[src/rtl/pixel_compositor_pkg.sv]
// Shared constants for the pixel compositor: phase encoding, seven-segment
// bit positions, the LOSE glyph masks and the glyph pitch helper.
package compositor_pkg;

  localparam logic [1:0] PH_PLAY = 2'd0;
  localparam logic [1:0] PH_FADE = 2'd1;
  localparam logic [1:0] PH_MSG  = 2'd2;

  localparam int SEG_TOP = 0;
  localparam int SEG_MID = 1;
  localparam int SEG_BOT = 2;
  localparam int SEG_UL  = 3;
  localparam int SEG_UR  = 4;
  localparam int SEG_LL  = 5;
  localparam int SEG_LR  = 6;

  localparam logic [6:0] GLYPH_L = 7'b0101100;
  localparam logic [6:0] GLYPH_O = 7'b1111101;
  localparam logic [6:0] GLYPH_S = 7'b1001111;
  localparam logic [6:0] GLYPH_E = 7'b0101111;

  // Index k holds the k-th banner letter, left to right.
  localparam logic [3:0][6:0] BANNER_GLYPHS = {GLYPH_E, GLYPH_S, GLYPH_O, GLYPH_L};

  // Distance between glyph origins: cell width plus one segment of spacing.
  function automatic logic [11:0] glyph_pitch(input int seg_w, input int seg_h);
    return 12'(3 * seg_w + seg_h);
  endfunction

endpackage

[src/rtl/pixel_compositor_if.sv]
// Pixel-side bus of the compositor: layer inputs, raster position, frame
// control and the composited output.
interface pixel_compositor_if #(
  parameter int NUM_LAYERS = 4,
  parameter int CH_W       = 4
);
  logic [NUM_LAYERS-1:0][3*CH_W-1:0] layers;
  logic [NUM_LAYERS-1:0]             layer_en;
  logic                              mix_mode;
  logic [10:0]                       hcount;
  logic [9:0]                        vcount;
  logic                              frame_start;
  logic                              over;
  logic [3*CH_W-1:0]                 final_pixel;
  logic [1:0]                        phase;

  modport master (
    output layers, layer_en, mix_mode, hcount, vcount, frame_start, over,
    input  final_pixel, phase
  );

  modport slave (
    input  layers, layer_en, mix_mode, hcount, vcount, frame_start, over,
    output final_pixel, phase
  );
endinterface

[src/rtl/seg_glyph_hit.sv]
// Combinational seven-segment hit test for one glyph cell, given the pixel
// position relative to the cell origin and the lit-segment mask.
module seg_glyph_hit
  import compositor_pkg::*;
#(
  parameter int SEG_W = 10,
  parameter int SEG_H = 40
) (
  input  logic [11:0] rel_x,
  input  logic [11:0] rel_y,
  input  logic [6:0]  seg_mask,
  output logic        hit
);

  localparam logic [11:0] W      = 12'(SEG_W);
  localparam logic [11:0] CELL_W = 12'(2*SEG_W + SEG_H);
  localparam logic [11:0] CELL_H = 12'(3*SEG_W + 2*SEG_H);
  localparam logic [11:0] MID0   = 12'(SEG_W + SEG_H);
  localparam logic [11:0] MID1   = 12'(2*SEG_W + SEG_H);
  localparam logic [11:0] BOT0   = 12'(2*SEG_W + 2*SEG_H);

  logic       in_cell, left, right, top, mid, bot, upper, lower;
  logic [6:0] seg_on;

  always_comb begin
    in_cell = (rel_x < CELL_W) && (rel_y < CELL_H);
    left    = rel_x < W;
    right   = rel_x >= MID0;
    top     = rel_y < W;
    mid     = (rel_y >= MID0) && (rel_y < MID1);
    bot     = rel_y >= BOT0;
    upper   = rel_y < MID1;
    lower   = rel_y >= MID0;

    seg_on          = '0;
    seg_on[SEG_TOP] = top;
    seg_on[SEG_MID] = mid;
    seg_on[SEG_BOT] = bot;
    seg_on[SEG_UL]  = left  && upper;
    seg_on[SEG_UR]  = right && upper;
    seg_on[SEG_LL]  = left  && lower;
    seg_on[SEG_LR]  = right && lower;

    hit = in_cell && |(seg_on & seg_mask);
  end

endmodule

[src/rtl/pixel_compositor.sv]
// Layer mixer, frame-synchronous game-over fade/banner sequencer and
// two-stage output pipeline in front of the VGA DAC.
module pixel_compositor
  import compositor_pkg::*;
#(
  parameter int                  NUM_LAYERS   = 4,
  parameter int                  CH_W         = 4,
  parameter int                  SEG_W        = 10,
  parameter int                  SEG_H        = 40,
  parameter int                  TEXT_X       = 120,
  parameter int                  TEXT_Y       = 245,
  parameter logic [3*CH_W-1:0]   TEXT_COLOR   = 'h0FF,
  parameter int                  FADE_STEPS   = 3,
  parameter int                  FADE_FRAMES  = 8,
  parameter int                  BLINK_FRAMES = 30
) (
  input logic               clk,
  input logic               rst,
  pixel_compositor_if.slave bus
);

  localparam int PIX_W = 3 * CH_W;
  localparam int SH_W  = $clog2(CH_W + 1);
  localparam int FC_W  = $clog2(FADE_FRAMES + 1);
  localparam int BC_W  = $clog2(BLINK_FRAMES + 1);

  logic [1:0]      state;
  logic [SH_W-1:0] shift;
  logic [FC_W-1:0] frame_cnt;
  logic [BC_W-1:0] blink_cnt;
  logic            text_on;

  // Sequencer only advances on frame_start so every drawn frame sees one state.
  always_ff @(posedge clk or negedge rst) begin
    if (!rst) begin
      state     <= PH_PLAY;
      shift     <= '0;
      frame_cnt <= '0;
      blink_cnt <= '0;
      text_on   <= 1'b0;
    end else if (bus.frame_start) begin
      if (!bus.over) begin
        state     <= PH_PLAY;
        shift     <= '0;
        frame_cnt <= '0;
        blink_cnt <= '0;
        text_on   <= 1'b0;
      end else begin
        case (state)
          PH_PLAY: begin
            state     <= PH_FADE;
            shift     <= SH_W'(1);
            frame_cnt <= '0;
          end
          PH_FADE: begin
            if (frame_cnt == FC_W'(FADE_FRAMES - 1)) begin
              frame_cnt <= '0;
              if (shift == SH_W'(FADE_STEPS)) begin
                state     <= PH_MSG;
                blink_cnt <= '0;
                text_on   <= 1'b1;
              end else begin
                shift <= shift + SH_W'(1);
              end
            end else begin
              frame_cnt <= frame_cnt + FC_W'(1);
            end
          end
          PH_MSG: begin
            if (blink_cnt == BC_W'(BLINK_FRAMES - 1)) begin
              blink_cnt <= '0;
              text_on   <= ~text_on;
            end else begin
              blink_cnt <= blink_cnt + FC_W'(0) + BC_W'(1);
            end
          end
          default: state <= PH_PLAY;
        endcase
      end
    end
  end

  // Walking from the highest index down leaves the lowest nonzero layer in mix_pri.
  logic [PIX_W-1:0] mix_or, mix_pri, mix;
  always_comb begin
    mix_or  = '0;
    mix_pri = '0;
    for (int i = NUM_LAYERS - 1; i >= 0; i--) begin
      if (bus.layer_en[i]) begin
        mix_or = mix_or | bus.layers[i];
        if (bus.layers[i] != '0) mix_pri = bus.layers[i];
      end
    end
    mix = bus.mix_mode ? mix_pri : mix_or;
  end

  logic [11:0] hx, vy;
  logic [3:0]  glyph_hit;
  assign hx = {1'b0, bus.hcount};
  assign vy = {2'b0, bus.vcount};

  for (genvar k = 0; k < 4; k++) begin : g_glyph
    localparam logic [11:0] X0 = 12'(TEXT_X) + 12'(k) * glyph_pitch(SEG_W, SEG_H);
    localparam logic [11:0] Y0 = 12'(TEXT_Y);
    logic [11:0] rel_x, rel_y;
    // Left of / above the origin maps to all-ones, which is outside any cell.
    assign rel_x = (hx >= X0) ? hx - X0 : '1;
    assign rel_y = (vy >= Y0) ? vy - Y0 : '1;
    seg_glyph_hit #(.SEG_W(SEG_W), .SEG_H(SEG_H)) u_hit (
      .rel_x    (rel_x),
      .rel_y    (rel_y),
      .seg_mask (BANNER_GLYPHS[k]),
      .hit      (glyph_hit[k])
    );
  end

  logic [PIX_W-1:0] s1_mix;
  logic             s1_hit;
  logic [PIX_W-1:0] s2_pix;

  always_ff @(posedge clk or negedge rst) begin
    if (!rst) begin
      s1_mix <= '0;
      s1_hit <= 1'b0;
    end else begin
      s1_mix <= mix;
      s1_hit <= |glyph_hit;
    end
  end

  logic [PIX_W-1:0] faded, sel;
  always_comb begin
    faded = '0;
    for (int c = 0; c < 3; c++) faded[c*CH_W +: CH_W] = s1_mix[c*CH_W +: CH_W] >> shift;
    sel = (state == PH_MSG && text_on && s1_hit) ? TEXT_COLOR : faded;
  end

  always_ff @(posedge clk or negedge rst) begin
    if (!rst) s2_pix <= '0;
    else      s2_pix <= sel;
  end

  assign bus.final_pixel = s2_pix;
  assign bus.phase       = state;

endmodule

[src/flat_wrapper.sv]
// flat-port wrapper written by rule: the top's interface ports become plain ports
module pixel_compositor_flat import compositor_pkg::*;
#(
  parameter int                  NUM_LAYERS   = 4,
  parameter int                  CH_W         = 4,
  parameter int                  SEG_W        = 10,
  parameter int                  SEG_H        = 40,
  parameter int                  TEXT_X       = 120,
  parameter int                  TEXT_Y       = 245,
  parameter logic [3*CH_W-1:0]   TEXT_COLOR   = 'h0FF,
  parameter int                  FADE_STEPS   = 3,
  parameter int                  FADE_FRAMES  = 8,
  parameter int                  BLINK_FRAMES = 30
)
  (clk, rst, bus_layers, bus_layer_en, bus_mix_mode, bus_hcount, bus_vcount, bus_frame_start, bus_over, bus_final_pixel, bus_phase);
  pixel_compositor_if #(.NUM_LAYERS(NUM_LAYERS), .CH_W(CH_W)) bus_i ();
  input logic clk;
  input logic rst;
  input wire logic [$bits(bus_i.layers)-1:0] bus_layers;
  input wire logic [$bits(bus_i.layer_en)-1:0] bus_layer_en;
  input wire logic [$bits(bus_i.mix_mode)-1:0] bus_mix_mode;
  input wire logic [$bits(bus_i.hcount)-1:0] bus_hcount;
  input wire logic [$bits(bus_i.vcount)-1:0] bus_vcount;
  input wire logic [$bits(bus_i.frame_start)-1:0] bus_frame_start;
  input wire logic [$bits(bus_i.over)-1:0] bus_over;
  output wire logic [$bits(bus_i.final_pixel)-1:0] bus_final_pixel;
  output wire logic [$bits(bus_i.phase)-1:0] bus_phase;
  assign bus_i.layers = bus_layers;
  assign bus_i.layer_en = bus_layer_en;
  assign bus_i.mix_mode = bus_mix_mode;
  assign bus_i.hcount = bus_hcount;
  assign bus_i.vcount = bus_vcount;
  assign bus_i.frame_start = bus_frame_start;
  assign bus_i.over = bus_over;
  assign bus_final_pixel = bus_i.final_pixel;
  assign bus_phase = bus_i.phase;
  pixel_compositor #(.NUM_LAYERS(NUM_LAYERS), .CH_W(CH_W), .SEG_W(SEG_W), .SEG_H(SEG_H), .TEXT_X(TEXT_X), .TEXT_Y(TEXT_Y), .TEXT_COLOR(TEXT_COLOR), .FADE_STEPS(FADE_STEPS), .FADE_FRAMES(FADE_FRAMES), .BLINK_FRAMES(BLINK_FRAMES)) u_core (.clk(clk), .rst(rst), .bus(bus_i));
endmodule
[config.mk]
export PLATFORM = sky130hd
export DESIGN_NAME = pixel_compositor_flat
export DESIGN_NICKNAME = d
export VERILOG_FILES = /design/src/rtl/pixel_compositor_pkg.sv /design/src/rtl/pixel_compositor_if.sv /design/src/rtl/seg_glyph_hit.sv /design/src/rtl/pixel_compositor.sv /design/src/flat_wrapper.sv
export SDC_FILE = /design/constraint.sdc
export NUM_CORES = 1
export LEC_CHECK = 0
export ABC_AREA = 1
export CAP_MARGIN = 20
export CORE_UTILIZATION = 50
export CTS_CLUSTER_SIZE = 30
export DETAILED_ROUTE_END_ITERATION = 16
export HOLD_SLACK_MARGIN = 0.08
export PLACE_DENSITY = 0.82
export SKIP_CTS_REPAIR_TIMING = 1
export SLEW_MARGIN = 20
export SYNTH_ARGS = -nofsm -noshare
export SYNTH_HDL_FRONTEND = slang
export SYNTH_SLANG_ARGS = --single-unit
[constraint.sdc]
create_clock -name clk -period 2.14 [get_ports clk]
set_input_delay 0.428 -clock clk [delete_from_list [all_inputs] [get_ports clk]]
set_output_delay 0.428 -clock clk [all_outputs]
set_load 0.01 [all_outputs]
; Yosys cells after proc, flatten, opt, wreduce, memory -nomap -nowiden
; Index checks and enable logic that the tools add are counted.
[word_totals]
reg_bits = 40
output_inout_bits = 14
[classes]
addsub = 8
order_cmp = 20
eq_ne = 12
shifts = 3
mux = 40
bitwise = 4
n_reduce_logical = 36
[ops]
columns = operator, count
row1 = 12-bit 2-to-1 mux, 19
row2 = "12-bit by 4-bit less-than comparator with 1-bit output, second input constant", 5
row3 = "12-bit by 6-bit less-than comparator with 1-bit output, second input constant", 5
row4 = 12-bit nonzero test, 4
row5 = "12-bit by 6-bit >= comparator with 1-bit output, second input constant", 3
row6 = 12-bit bitwise OR, 3
row7 = "11-bit by 9-bit subtractor with 12-bit output, second input constant", 2
row8 = "11-bit by 9-bit >= comparator with 1-bit output, second input constant", 2
row9 = 1-bit logical AND, 21
row10 = 5-bit 2-to-1 mux, 4
row11 = "12-bit by 7-bit >= comparator with 1-bit output, second input constant", 1
row12 = "12-bit by 7-bit less-than comparator with 1-bit output, second input constant", 1
row13 = 4-bit AND reduction, 3
row14 = 4-bit by 3-bit right shift with 4-bit output, 3
row15 = "11-bit by 7-bit subtractor with 12-bit output, second input constant", 1
row16 = "11-bit by 8-bit subtractor with 12-bit output, second input constant", 1
row17 = "11-bit by 7-bit >= comparator with 1-bit output, second input constant", 1
row18 = "11-bit by 8-bit >= comparator with 1-bit output, second input constant", 1
row19 = "10-bit by 8-bit subtractor with 11-bit output, second input constant", 1
row20 = "10-bit by 8-bit >= comparator with 1-bit output, second input constant", 1
row21 = 5-bit case mux with 2 select lines, 1
row22 = 5-bit OR reduction, 2
row23 = 3-bit 2-to-1 mux, 3
row24 = "3-bit by 2-bit inequality test with 1-bit output, second input constant", 3
row25 = 25 further kinds, 32

; Longest topological paths before layout
; Gate-level depths: netlist of run 1.
[logic_depth]
depth_word = 10
depth_mapped = 18
ltp_nobuf = 18

; Cells and area by module
; From an unflattened synthesis of run 1, not the netlist that was laid out.
[unflattened]
hier_cells = 864
hier_area_um2 = 4941.0
[by_module_without_submodules]
columns = mod, n_inst, cells_per_inst, area_each_um2, seq_area_each_um2
row1 = pixel_compositor, 1, 612, 3819.9, 1001.0
row2 = seg_glyph_hit, 4, 63, 280.3, 0.0

; Least setup slack after synthesis of run 1
; No wires, ideal clock.
[synth_timing]
path_type = input-to-reg
start = input bus_vcount[1]
end = register u_core.s1_hit
arrival_ps = 1778
required_ps = 2016
setup_slack_ps = 237
path_stages = 15
path_buffers = 0
cell_sequence = inv_1 -> ha_1 -> inv_1 -> nand2_1 -> nand2_1 -> nand2_1 -> nand2_1 -> nand2_2 -> nand3_4 -> nor3_4 -> nand3_2 -> nor2_1 -> nor2_1 -> nor2_2 -> nand3_1
[synth_via]
elab_chain_len = 7
[synth_lines]
columns = element, line
row1 = from (decl), flat_wrapper.sv:23  ; input wire logic [$bits(bus_i.vcount)-1:0] bus_vcount;
row2 = 10-bit by 8-bit subtractor with 11-bit output / 10-bit by 8-bit >= comparator with 1-bit output (equally long branches), pixel_compositor.sv:108  ; assign rel_y = (vy >= Y0) ? vy - Y0 : '1;
row3 = 12-bit 2-to-1 mux (*), pixel_compositor.sv:108
row4 = 12-bit by 6-bit less-than comparator with 1-bit output / 12-bit by 6-bit >= comparator with 1-bit output (equally long branches), "seg_glyph_hit.sv:30, seg_glyph_hit.sv:32, seg_glyph_hit.sv:33"
row5 = 1-bit logical AND (on tied branches), -
row6 = "6-bit OR reduction, or another cell as far along", seg_glyph_hit.sv:44  ; hit = in_cell && |(seg_on & seg_mask);
row7 = 1-bit logical AND, seg_glyph_hit.sv:44
row8 = 4-bit OR reduction (*), pixel_compositor.sv:127  ; s1_hit <= |glyph_hit;
row9 = to (signal assigned), pixel_compositor.sv:127
row10 = to (decl), pixel_compositor.sv:118  ; logic s1_hit;
; Every way passes the cells marked *; elsewhere a longest branch is shown, timed or not.
; A chain may end at the register's enable or synchronous reset.

; Worst setup path after layout of run 1
[layout_timing]
start = input bus_vcount[7]
end = register u_core.s1_hit
; Same word-level chain as after synthesis.

==> metrics.txt, run 1 <==
# TYPE chip_impl_metric gauge
chip_impl_info{name="outcome",value="completed"} 1
chip_impl_metric{name="cp_max_fo",unit=""} 5
chip_impl_info{name="cp_top_family",value="simple AND/OR/NAND/NOR gates"} 1
chip_impl_metric{name="tritoncts_num_sinks",unit=""} 40
chip_impl_metric{name="route.detailed.wl_per_inst",unit="µm"} 14.1
chip_impl_metric{name="report.final.slew_viol_count",unit=""} 0
chip_impl_metric{name="die_y",unit="µm"} 90.5
chip_impl_metric{name="syn-mean-instance-area",unit="µm²"} 6.30
chip_impl_metric{name="comb_power_share",unit=""} 0.506
chip_impl_info{name="path_common_cell",value="nor2_2"} 1
chip_impl_metric{name="drive_gt1_frac",unit=""} 0.213
chip_impl_metric{name="finalWeightedCongestion",unit=""} 0.949
chip_impl_metric{name="antenna_violations_before_repair",unit=""} 0
chip_impl_metric{name="floorplan.rows",unit=""} 31
chip_impl_metric{name="clock_path_buffers",unit=""} 2
chip_impl_metric{name="die_w",unit="µm"} 90.5
chip_impl_metric{name="power.ir.vdd_worst",unit="V"} 0.000290
chip_impl_metric{name="postSynthRegisterBits",unit=""} 40
chip_impl_metric{name="clock_transition_at_the_registers_of_the_reported_paths",unit="ns"} 0.07
chip_impl_metric{name="fin_worst_hold_slack",unit="ns"} 0.234
chip_impl_metric{name="seqPwrFrac",unit=""} 0.332
chip_impl_metric{name="max_slew_margin",unit=""} 0.443
chip_impl_metric{name="post_synth_inst_count",unit=""} 622
chip_impl_metric{name="ys_warn_count",unit=""} 0
chip_impl_metric{name="syn_nets",unit=""} 719
chip_impl_metric{name="power.leakage",unit="nW"} 2.88
chip_impl_metric{name="final_cell_area",unit="µm²"} 5890
chip_impl_metric{name="post-route-util",unit=""} 0.794
chip_impl_metric{name="synth-edff-count",unit=""} 0
chip_impl_info{name="setup_crit_start_kind",value="primary input"} 1
chip_impl_info{name="crit_path_cell_trace",value="clkdlybuf4s50_1 > nand2_2 > nor2_4 > nand2_2 > nand2_4 > buf_4 > nand3_4 > nor3_4 > nand3_2 > nor2_2 > nor2_2 > nor2_2 > nand3_1"} 1
chip_impl_metric{name="dr_total_vias",unit=""} 4909
chip_impl_metric{name="fin_crit_sh",unit=""} 0.980
chip_impl_metric{name="synth.cell_area",unit="µm²"} 3920
chip_impl_metric{name="share_clk_of_total_power",unit=""} 0.162
chip_impl_metric{name="post_drt_via_cell_ratio",unit=""} 5.51
chip_impl_metric{name="top_level_ports",unit=""} 92
chip_impl_metric{name="pin_count_of_the_biggest_net_entering_global_routing",unit=""} 41
chip_impl_metric{name="cp_data_arrival_time",unit="ns"} 2.27
chip_impl_metric{name="clock_insertion_delay_worst_skew",unit="ns"} 0.29
chip_impl_metric{name="worstPathBufferInverterCount",unit=""} 2
chip_impl_metric{name="report.final.hold_viol_count",unit=""} 0
chip_impl_metric{name="timing.max_cap.violations",unit=""} 0
chip_impl_info{name="critPathSlowestCell",value="clkdlybuf4s50_1"} 1
chip_impl_metric{name="switching_power",unit="mW"} 1.20
chip_impl_metric{name="finalClockSkew",unit="ns"} 0.00308
chip_impl_metric{name="die_footprint",unit="µm²"} 8200
chip_impl_metric{name="residual_drc",unit=""} 0
chip_impl_metric{name="reg2reg_slack",unit="ns"} 0.17
chip_impl_metric{name="setup_viol_count_final",unit=""} 0
chip_impl_metric{name="final.min_clock_period",unit="ns"} 2.10
chip_impl_metric{name="drt_iter0_drc",unit=""} 274
chip_impl_info{name="dominantRegCellSynth",value="dfrtp_1"} 1
chip_impl_metric{name="dpl-instance-area",unit="µm²"} 5480
chip_impl_info{name="most_used_cells_in_the_layout_excluding_fill_and_tap_cells",value="nand2_1 (164), buf_4 (82), clkdlybuf4s50_1 (78), nor2_1 (71), inv_1 (60)"} 1
chip_impl_metric{name="nets",unit=""} 888
chip_impl_metric{name="ys_types",unit=""} 42
chip_impl_info{name="clock_tree_from_tritoncts",value="yes"} 1
chip_impl_metric{name="ys_seq_area_frac",unit=""} 0.255
chip_impl_metric{name="grt_use_total",unit=""} 0.295
chip_impl_metric{name="placement.io_buffers",unit=""} 91
chip_impl_metric{name="ys_async_sr_fraction",unit=""} 1.00
chip_impl_metric{name="numCtsBuffers",unit=""} 5
chip_impl_metric{name="drt_first_pass_iters",unit=""} 6
chip_impl_info{name="final_common_cell",value="nand2_1"} 1
chip_impl_metric{name="pwr_density_cell",unit="nW/µm²"} 537
chip_impl_metric{name="max_freq",unit="MHz"} 477
chip_impl_metric{name="worst-endpoint-required",unit="ns"} 2.32
chip_impl_metric{name="drt-total-wl",unit="µm"} 12500
chip_impl_metric{name="via_count_of_the_first_global_routing_pass",unit=""} 4576
chip_impl_metric{name="h_tree_lvl_count",unit=""} 2
chip_impl_metric{name="setup_tns",unit="ns"} 0
chip_impl_info{name="worstSetupEndpointType",value="flip-flop"} 1
chip_impl_metric{name="drt.antenna.violating_nets",unit=""} 0
chip_impl_info{name="critPathKind",value="in2reg"} 1
chip_impl_metric{name="dp_hpwl",unit="µm"} 9710
chip_impl_metric{name="syn2layout_area_growth",unit="%"} 50.2
chip_impl_metric{name="worst_pin_slew",unit="ns"} 0.835
chip_impl_metric{name="switching_share",unit=""} 0.380
chip_impl_metric{name="num_antenna_cells",unit=""} 0
chip_impl_info{name="clk_root_buffer_cell",value="clkbuf_8"} 1
chip_impl_metric{name="cpPeakStageDelay",unit="ns"} 0.52
chip_impl_metric{name="int_power",unit="mW"} 1.96
chip_impl_metric{name="grt_first_pass_wirelength",unit="µm"} 20200
chip_impl_metric{name="floorplan.initialDensity",unit=""} 0.529
chip_impl_metric{name="core_area",unit="µm²"} 7410
chip_impl_info{name="hold_path_class",value="in2async"} 1
chip_impl_metric{name="grt_overflow",unit=""} 0
## through the flow
step / instances / total power [mW] / setup WS, ns
after CTS: 885 / 3.09 / -0.230
after global routing: 891 / 3.40 / -0.0697
final: 891 / 3.16 / 0.0426
after global placement: 877 / 2.51 / -0.423
after detailed placement: 877 / 2.57 / -0.538
after floorplan: 622 / 1.81 / 0.237
## power groups by stage
stage                     registers, mW  clock network, mW  logic [mW]
after floorplan                    1.10                  0       0.705
after global placement             1.04                  0        1.47
after detailed placement           1.06                  0        1.51
after CTS                          1.04              0.522        1.52
after global routing               1.07              0.565        1.76
final                              1.05              0.513        1.60
## worst reg2reg max path, cell delays in order (launching register included)
cell	delay [ns]
dfrtp_1	0.47
ha_1	0.21
ha_1	0.18
o21ai_0	0.12
nor2_1	0.32
nand3_1	0.17
nor2_1	0.17
o21ai_0	0.12
a21oi_1	0.14
## kinds of logic (layout without fill, tap and decap cells)
family          after synthesis  count (layout)  synth area share
mux                           1               1           0.00255
xor+xnor                     10              10            0.0224
flops                        40              40             0.255
compound gates              102             102             0.161
simple gates                367             368             0.415
buf+inv                      83             252            0.0830
fa+ha+maj                    19              19            0.0607
## state kept, by name (all words and copies together), names as in the netlist
signal / cells
u_core.shift: 3
u_core.bus.final_pixel: 12
u_core.s1_hit: 1
u_core.bus.phase: 2
u_core.blink_cnt: 5
u_core.s1_mix: 12
u_core.text_on: 1
u_core.frame_cnt: 4
## cell usage after synthesis, types with 6 or more instances
library cell | instances | share of area
nand2_1 | 177 | 0.17
nor2_1 | 90 | 0.086
inv_1 | 68 | 0.065
nand3_1 | 50 | 0.064
dfrtp_1 | 40 | 0.26
o21ai_0 | 38 | 0.049
a21oi_1 | 19 | 0.024
ha_1 | 19 | 0.061
nand4_1 | 15 | 0.024
a31oi_1 | 11 | 0.018
clkbuf_1 | 11 | 0.011
o221ai_1 | 11 | 0.025
nor3_1 | 10 | 0.013
xor2_1 | 8 | 0.018
nand2_2 | 6 | 0.0096
## cell type report
| type | instances | area [µm²] |
|---|---|---|
| clock buffer | 6 | 82.6 |
| timing repair buffer | 176 | 1590 |
| inverter | 68 | 259 |
| clock inverter | 2 | 15.0 |
| multi-input combinational | 500 | 2810 |
| tap | 99 | 124 |
| fill | 543 | 1520 |
| sequential | 40 | 1000 |
## final timing paths
kind | startpoint | endpoint | depth (start not counted)
setup / recovery | bus_vcount[7] | u_core.s1_hit | 13
hold / removal | rst | u_core.blink_cnt[3] | 1
min in group clk | u_core.frame_cnt[3] | u_core.frame_cnt[3] | 1
hold reg to reg | u_core.frame_cnt[3] | u_core.frame_cnt[3] | 1
setup reg to reg | u_core.shift[1] | u_core.blink_cnt[4] | 8
max in group asynchronous | rst | u_core.s1_mix[7] | 1
## metal layers
layer / vias to the layer above / global-route usage / part of all wire
met4: 0 / 0.0847 / 0.029
met5: - / 0 / 0
met2: 205 / 0.516 / 0.49
li1: 2411 / - / -
met1: 2253 / 0.385 / 0.42
met3: 40 / 0.0278 / 0.054
Power figures use the tool's default switching activity.
==> run 2: changes to the inputs <==
==> constraint.sdc (replaced) <==
create_clock -name clk -period 2.14 [get_ports clk]
set_input_delay 0.642 -clock clk [delete_from_list [all_inputs] [get_ports clk]]
set_output_delay 0.642 -clock clk [all_outputs]
set_load 0.01 [all_outputs]
==> metrics.txt, run 2 (synthesized netlist as in run 1, its figures left out) <==
# TYPE chip_impl_metric gauge
chip_impl_metric{name="worst-endpoint-required",unit="ns"} 2.33
chip_impl_metric{name="via_count_of_the_first_global_routing_pass",unit=""} 4791
chip_impl_metric{name="multi_input_comb_area",unit="µm²"} 2850
chip_impl_info{name="clock_tree_from_tritoncts",value="yes"} 1
chip_impl_metric{name="area.sequential",unit="µm²"} 1000
chip_impl_metric{name="seqPwrFrac",unit=""} 0.302
chip_impl_metric{name="drt-met1-wl",unit="µm"} 5880
chip_impl_metric{name="fin_crit_sh",unit=""} 1.10
chip_impl_metric{name="h_tree_lvl_count",unit=""} 2
chip_impl_metric{name="finalWeightedCongestion",unit=""} 0.931
chip_impl_metric{name="route.detailed.wl_per_inst",unit="µm"} 16.1
chip_impl_metric{name="max_slew_margin",unit=""} 0.677
chip_impl_metric{name="p_total",unit="mW"} 3.48
chip_impl_info{name="final_common_cell",value="nand2_1"} 1
chip_impl_info{name="setup_repair_after_global_routing_missed_its_margin",value="true"} 1
chip_impl_metric{name="switching_power",unit="mW"} 1.33
chip_impl_metric{name="dr_total_vias",unit=""} 5263
chip_impl_metric{name="place_inst",unit=""} 905
chip_impl_metric{name="setup_viol_count_final",unit=""} 1
chip_impl_info{name="top_layer_used",value="met4"} 1
chip_impl_metric{name="drt_first_pass_iters",unit=""} 5
chip_impl_metric{name="top_level_ports",unit=""} 92
chip_impl_metric{name="drt.antenna.violating_nets",unit=""} 0
chip_impl_metric{name="post_drt_via_cell_ratio",unit=""} 5.70
chip_impl_info{name="path_common_cell",value="nand2_1"} 1
chip_impl_metric{name="worstPathBufferInverterCount",unit=""} 5
chip_impl_info{name="hold_path_class",value="in2async"} 1
chip_impl_metric{name="met3RoutedLength",unit="µm"} 952
chip_impl_metric{name="met2_routed_wl",unit="µm"} 7210
chip_impl_metric{name="placement.io_buffers",unit=""} 91
chip_impl_metric{name="cp_max_fo",unit=""} 5
chip_impl_metric{name="grt_use_total",unit=""} 0.306
chip_impl_metric{name="drive_gt1_frac",unit=""} 0.267
chip_impl_metric{name="power.ir.vdd_worst",unit="V"} 0.000318
chip_impl_metric{name="worst-r2r-cell-count",unit=""} 9
chip_impl_info{name="crit_path_cell_trace",value="buf_6 > inv_4 > ha_4 > inv_1 > nand2_2 > nand2_4 > buf_4 > nand3_2 > nand2_1 > inv_2 > nand3_4 > nor2_4 > nand2_1 > nand2_2 > nand2_1 > nand2_1 > nand3_1 > nand2_1 > nand3_1"} 1
chip_impl_metric{name="timing.max_cap.violations",unit=""} 0
chip_impl_metric{name="fin_cells",unit=""} 923
chip_impl_info{name="setup_crit_start_kind",value="primary input"} 1
chip_impl_metric{name="drt_iter0_drc",unit=""} 361
chip_impl_metric{name="report.final.hold_viol_count",unit=""} 0
chip_impl_metric{name="floorplan.initialDensity",unit=""} 0.529
chip_impl_info{name="worstSetupEndpointType",value="flip-flop"} 1
chip_impl_info{name="critPathSlowestCell",value="buf_4"} 1
chip_impl_metric{name="power.leakage",unit="nW"} 3.12
chip_impl_metric{name="numCtsBuffers",unit=""} 5
chip_impl_metric{name="report.final.slew_viol_count",unit=""} 0
chip_impl_info{name="timing.rr.end",value="u_core.blink_cnt[4]"} 1
chip_impl_metric{name="die_footprint",unit="µm²"} 8200
chip_impl_info{name="most_used_cells_in_the_layout_excluding_fill_and_tap_cells",value="nand2_1 (159), buf_4 (112), nor2_1 (69), clkdlybuf4s50_1 (69), inv_1 (55)"} 1
chip_impl_info{name="outcome",value="finished with violations"} 1
chip_impl_metric{name="grt_first_pass_wirelength",unit="µm"} 20900
chip_impl_metric{name="die_w",unit="µm"} 90.5
chip_impl_metric{name="worst_pin_slew",unit="ns"} 0.481
chip_impl_metric{name="share_clk_of_total_power",unit=""} 0.190
chip_impl_metric{name="tritoncts_num_sinks",unit=""} 40
chip_impl_metric{name="floorplan.rows",unit=""} 31
chip_impl_metric{name="setup_ws",unit="ns"} -0.211
chip_impl_metric{name="comb_power_share",unit=""} 0.509
chip_impl_metric{name="clock_insertion_delay_worst_skew",unit="ns"} 0.31
chip_impl_metric{name="clock_path_buffers",unit=""} 2
chip_impl_metric{name="cpPeakStageDelay",unit="ns"} 0.15
chip_impl_metric{name="switching_share",unit=""} 0.382
chip_impl_info{name="launch_point_of_the_worst_reg_to_reg_path",value="u_core.shift[1]"} 1
chip_impl_info{name="cp_top_family",value="simple AND/OR/NAND/NOR gates"} 1
chip_impl_metric{name="drt-total-wl",unit="µm"} 14800
chip_impl_metric{name="nets",unit=""} 920
chip_impl_metric{name="residual_drc",unit=""} 0
chip_impl_metric{name="pwr_density_cell",unit="nW/µm²"} 562
chip_impl_metric{name="num_antenna_cells",unit=""} 0
chip_impl_info{name="critPathKind",value="in2reg"} 1
chip_impl_metric{name="grt_overflow",unit=""} 0
chip_impl_metric{name="max_freq",unit="MHz"} 425
chip_impl_metric{name="final.min_clock_period",unit="ns"} 2.35
chip_impl_metric{name="antenna_violations_before_repair",unit=""} 0
chip_impl_metric{name="syn2layout_area_growth",unit="%"} 58.3
chip_impl_metric{name="clock_transition_at_the_registers_of_the_reported_paths",unit="ns"} 0.08
chip_impl_metric{name="setup_tns",unit="ns"} -0.211
chip_impl_metric{name="dp_hpwl",unit="µm"} 10200
chip_impl_metric{name="die_y",unit="µm"} 90.5
chip_impl_metric{name="core_area",unit="µm²"} 7410
chip_impl_metric{name="cp_data_arrival_time",unit="ns"} 2.54
chip_impl_metric{name="int_power",unit="mW"} 2.15
chip_impl_metric{name="pin_count_of_the_biggest_net_entering_global_routing",unit=""} 24
chip_impl_metric{name="finalClockSkew",unit="ns"} 0.00407
chip_impl_info{name="failed_checks",value="negative setup slack"} 1
chip_impl_metric{name="layout.filler_cells",unit=""} 447
chip_impl_info{name="clk_root_buffer_cell",value="clkbuf_8"} 1
chip_impl_metric{name="reg2reg_slack",unit="ns"} 0.16
==> run 2: per-layer routing <==
| layer | vias to the layer above | global-route usage |
|---|---|---|
| li1 | 2474 | - |
| met1 | 2411 | 0.385 |
| met2 | 290 | 0.535 |
| met3 | 88 | 0.0303 |
| met4 | 0 | 0.122 |
| met5 | - | 0 |
==> run 2: power groups by stage <==
stage | combinational (mW) | clock, mW | sequential, mW
2_1_floorplan | 0.705 | 0 | 1.10
3_3_place_gp | 1.55 | 0 | 1.04
3_5_place_dp | 1.60 | 0 | 1.06
4_1_cts | 1.62 | 0.652 | 1.04
5_1_grt | 1.91 | 0.696 | 1.07
6_report | 1.77 | 0.660 | 1.05
==> run 2: cell type report <==
cell class              count  area share
well taps                  99      0.0200
clock buffers               6      0.0133
repair buffers            209       0.298
inverters                  68      0.0420
multi-input cells         499       0.459
clock inverters             2     0.00625
flip-flops and latches     40       0.161
==> run 2: worst reg2reg max path: stages (launching register included) <==
cell and delay [ns]:
dfrtp_1 0.52, ha_1 0.22, ha_1 0.18, o21ai_0 0.14
nor2_2 0.18, inv_1 0.07, nor2_1 0.23, inv_1 0.15
o21ai_0 0.11, a21oi_1 0.07
==> run 2: per-stage QoR <==
| step | util | cell area, µm² | setup WS (ns) | hold WS [ns] |
|---|---|---|---|---|
| after global placement | 0.770 | 5700 | -0.642 | 0.448 |
| after CTS | 0.786 | 5820 | -0.449 | 0.269 |
| final | 0.837 | 6200 | -0.211 | 0.254 |
| after detailed placement | 0.770 | 5700 | -0.770 | 0.462 |
| after global routing | 0.837 | 6200 | -0.339 | 0.278 |
| after floorplan | - | 3920 | 0.0234 | 0.346 |
==> run 2: worst max-delay path by stage <==
stage | cells past startpoint | slack (ns) | end | from
global route | 19 | -0.34 | u_core.s1_hit | bus_vcount[1]
finish | 19 | -0.21 | u_core.s1_hit | bus_vcount[1]
floorplan | 15 | 0.02 | u_core.s1_hit | bus_vcount[1]
global placement | 15 | -0.64 | u_core.s1_hit | bus_vcount[0]
CTS | 17 | -0.45 | u_core.s1_hit | bus_vcount[0]
detailed placement | 17 | -0.77 | u_core.s1_hit | bus_vcount[0]
==> run 3: changes to the inputs <==
--- a/config.mk
+++ b/config.mk
@@ -8,9 +8,9 @@
 export ABC_AREA = 1
 export CAP_MARGIN = 20
-export CORE_UTILIZATION = 50
+export CORE_UTILIZATION = 25
 export CTS_CLUSTER_SIZE = 30
 export DETAILED_ROUTE_END_ITERATION = 16
 export HOLD_SLACK_MARGIN = 0.08
-export PLACE_DENSITY = 0.82
+export PLACE_DENSITY = 0.48
 export SKIP_CTS_REPAIR_TIMING = 1
 export SLEW_MARGIN = 20
==> constraint.sdc (replaced) <==
create_clock -name clk -period 2.14 [get_ports clk]
set_input_delay 0.642 -clock clk [delete_from_list [all_inputs] [get_ports clk]]
set_output_delay 0.642 -clock clk [all_outputs]
set_load 0.02 [all_outputs]
==> metrics.txt, run 3 (synthesized netlist as in run 1, its figures left out) <==
# TYPE chip_impl_metric gauge
chip_impl_metric{name="placement.io_buffers",unit=""} 91
chip_impl_metric{name="cp_max_fo",unit=""} 6
chip_impl_metric{name="num_antenna_cells",unit=""} 0
chip_impl_metric{name="dp_hpwl",unit="µm"} 10400
chip_impl_metric{name="route.detailed.wl_per_inst",unit="µm"} 12.0
chip_impl_info{name="setup_crit_start_kind",value="primary input"} 1
chip_impl_info{name="setup_repair_after_global_routing_missed_its_margin",value="true"} 1
chip_impl_metric{name="drt_first_pass_iters",unit=""} 5
chip_impl_metric{name="drive_gt1_frac",unit=""} 0.285
chip_impl_metric{name="nets",unit=""} 935
chip_impl_info{name="outcome",value="completed"} 1
chip_impl_metric{name="grt_overflow",unit=""} 0
chip_impl_metric{name="power.ir.vdd_worst",unit="V"} 0.000352
chip_impl_metric{name="drt-total-wl",unit="µm"} 12600
chip_impl_metric{name="max_freq",unit="MHz"} 477
chip_impl_metric{name="floorplan.initialDensity",unit=""} 0.257
chip_impl_metric{name="drt_iter0_drc",unit=""} 202
chip_impl_metric{name="timing.max_cap.violations",unit=""} 0
chip_impl_metric{name="clock_transition_at_the_registers_of_the_reported_paths",unit="ns"} 0.05
chip_impl_metric{name="syn2layout_area_growth",unit="%"} 67.3
chip_impl_metric{name="floorplan.rows",unit=""} 45
chip_impl_metric{name="pin_count_of_the_biggest_net_entering_global_routing",unit=""} 41
chip_impl_info{name="hold_path_class",value="in2async"} 1
chip_impl_metric{name="fin_worst_hold_slack",unit="ns"} 0.324
chip_impl_metric{name="antenna_violations_before_repair",unit=""} 0
chip_impl_metric{name="core_area",unit="µm²"} 15300
chip_impl_metric{name="finalWeightedCongestion",unit=""} 0.879
chip_impl_metric{name="post-route-util",unit=""} 0.430
chip_impl_info{name="clk_root_buffer_cell",value="clkbuf_16"} 1
chip_impl_info{name="most_used_cells_in_the_layout_excluding_fill_and_tap_cells",value="nand2_1 (159), buf_4 (124), nor2_1 (72), clkdlybuf4s50_1 (67), inv_1 (56)"} 1
chip_impl_metric{name="dpl-instance-area",unit="µm²"} 5970
chip_impl_info{name="clock_tree_from_tritoncts",value="yes"} 1
chip_impl_metric{name="final_cell_area",unit="µm²"} 6560
chip_impl_metric{name="setup_tns",unit="ns"} 0
chip_impl_metric{name="top_level_ports",unit=""} 92
chip_impl_info{name="worstSetupEndpointType",value="flip-flop"} 1
chip_impl_metric{name="report.final.hold_viol_count",unit=""} 0
chip_impl_metric{name="clock_insertion_delay_worst_skew",unit="ns"} 0.28
chip_impl_metric{name="residual_drc",unit=""} 0
chip_impl_metric{name="grt_first_pass_wirelength",unit="µm"} 20200
chip_impl_metric{name="die_w",unit="µm"} 127
chip_impl_info{name="critPathKind",value="in2reg"} 1
chip_impl_metric{name="die_footprint",unit="µm²"} 16200
chip_impl_metric{name="worst-endpoint-required",unit="ns"} 2.28
chip_impl_metric{name="cp_data_arrival_time",unit="ns"} 2.23
chip_impl_metric{name="finalClockSkew",unit="ns"} 0.00627
chip_impl_metric{name="setup_viol_count_final",unit=""} 0
chip_impl_metric{name="h_tree_lvl_count",unit=""} 2
chip_impl_metric{name="via_count_of_the_first_global_routing_pass",unit=""} 4478
chip_impl_metric{name="numCtsBuffers",unit=""} 5
chip_impl_metric{name="dr_total_vias",unit=""} 4740
chip_impl_metric{name="pwr_density_cell",unit="nW/µm²"} 540
chip_impl_info{name="final_common_cell",value="nand2_1"} 1
chip_impl_metric{name="fin_crit_sh",unit=""} 0.979
chip_impl_metric{name="worst-r2r-cell-count",unit=""} 8
chip_impl_metric{name="post_drt_via_cell_ratio",unit=""} 4.52
chip_impl_metric{name="max_slew_margin",unit=""} 0.727
chip_impl_metric{name="grt_use_total",unit=""} 0.151
chip_impl_metric{name="clock_path_buffers",unit=""} 2
chip_impl_metric{name="final.min_clock_period",unit="ns"} 2.10
chip_impl_metric{name="report.final.slew_viol_count",unit=""} 0
chip_impl_metric{name="tritoncts_num_sinks",unit=""} 40
chip_impl_metric{name="worst_pin_slew",unit="ns"} 0.400
chip_impl_metric{name="die_y",unit="µm"} 127
chip_impl_metric{name="power.leakage",unit="nW"} 3.23
chip_impl_metric{name="drt.antenna.violating_nets",unit=""} 0
==> run 3: area by class of cell <==
cell class	instances	area, µm²
Tap cell	211	264
Clock buffer	5	125
Inverter	68	258
Clock inverter	2	12.5
Fill cell	1562	8700
Sequential cell	40	1000
Timing Repair Buffer	224	2000
Multi-Input combinational cell	499	2900
==> run 3: worst paths after layout <==
kind,from,end,slack (ns)
setup / recovery,bus_layers[12],u_core.s1_mix[7],0.04
hold / removal,rst,u_core.bus.final_pixel[2],0.32
setup reg to reg,u_core.shift[1],u_core.blink_cnt[2],0.37
hold reg to reg,u_core.blink_cnt[4],u_core.blink_cnt[4],0.47
max in group asynchronous,rst,u_core.s1_mix[3],1.62
min in group clk,u_core.blink_cnt[4],u_core.blink_cnt[4],0.47
==> run 3: where the power goes <==
| part | switching (mW) | internal [mW] |
|---|---|---|
| clock | 0.272 | 0.422 |
| sequential | 0.0974 | 0.942 |
| combinational | 0.953 | 0.851 |
==> run 3: per-stage QoR <==
step / instances / worst slack, ns / power, mW
detailed placement: 1031 / -0.687 / 2.77
global route: 1049 / -0.0941 / 3.80
global placement: 1031 / -0.677 / 2.75
floorplan: 622 / 0.0234 / 1.90
CTS: 1038 / -0.399 / 3.48
finish: 1049 / 0.0444 / 3.54
==> run 3: layer usage <==
layer  part of all wire  GRT usage
met5                  0          0
met4              0.013     0.0301
met3              0.028     0.0155
met2               0.48      0.259
met1               0.47      0.206
==> run 3: critical path, stage by stage <==
cell             delay (ns)
clkdlybuf4s50_1        0.43
nor2_2                 0.12
nand2_1                0.08
nor2_2                 0.15
nand4_1                0.13
nand2_2                0.15
buf_4                  0.16
nand2_1                0.07
o221ai_2               0.16
a31oi_2                0.14
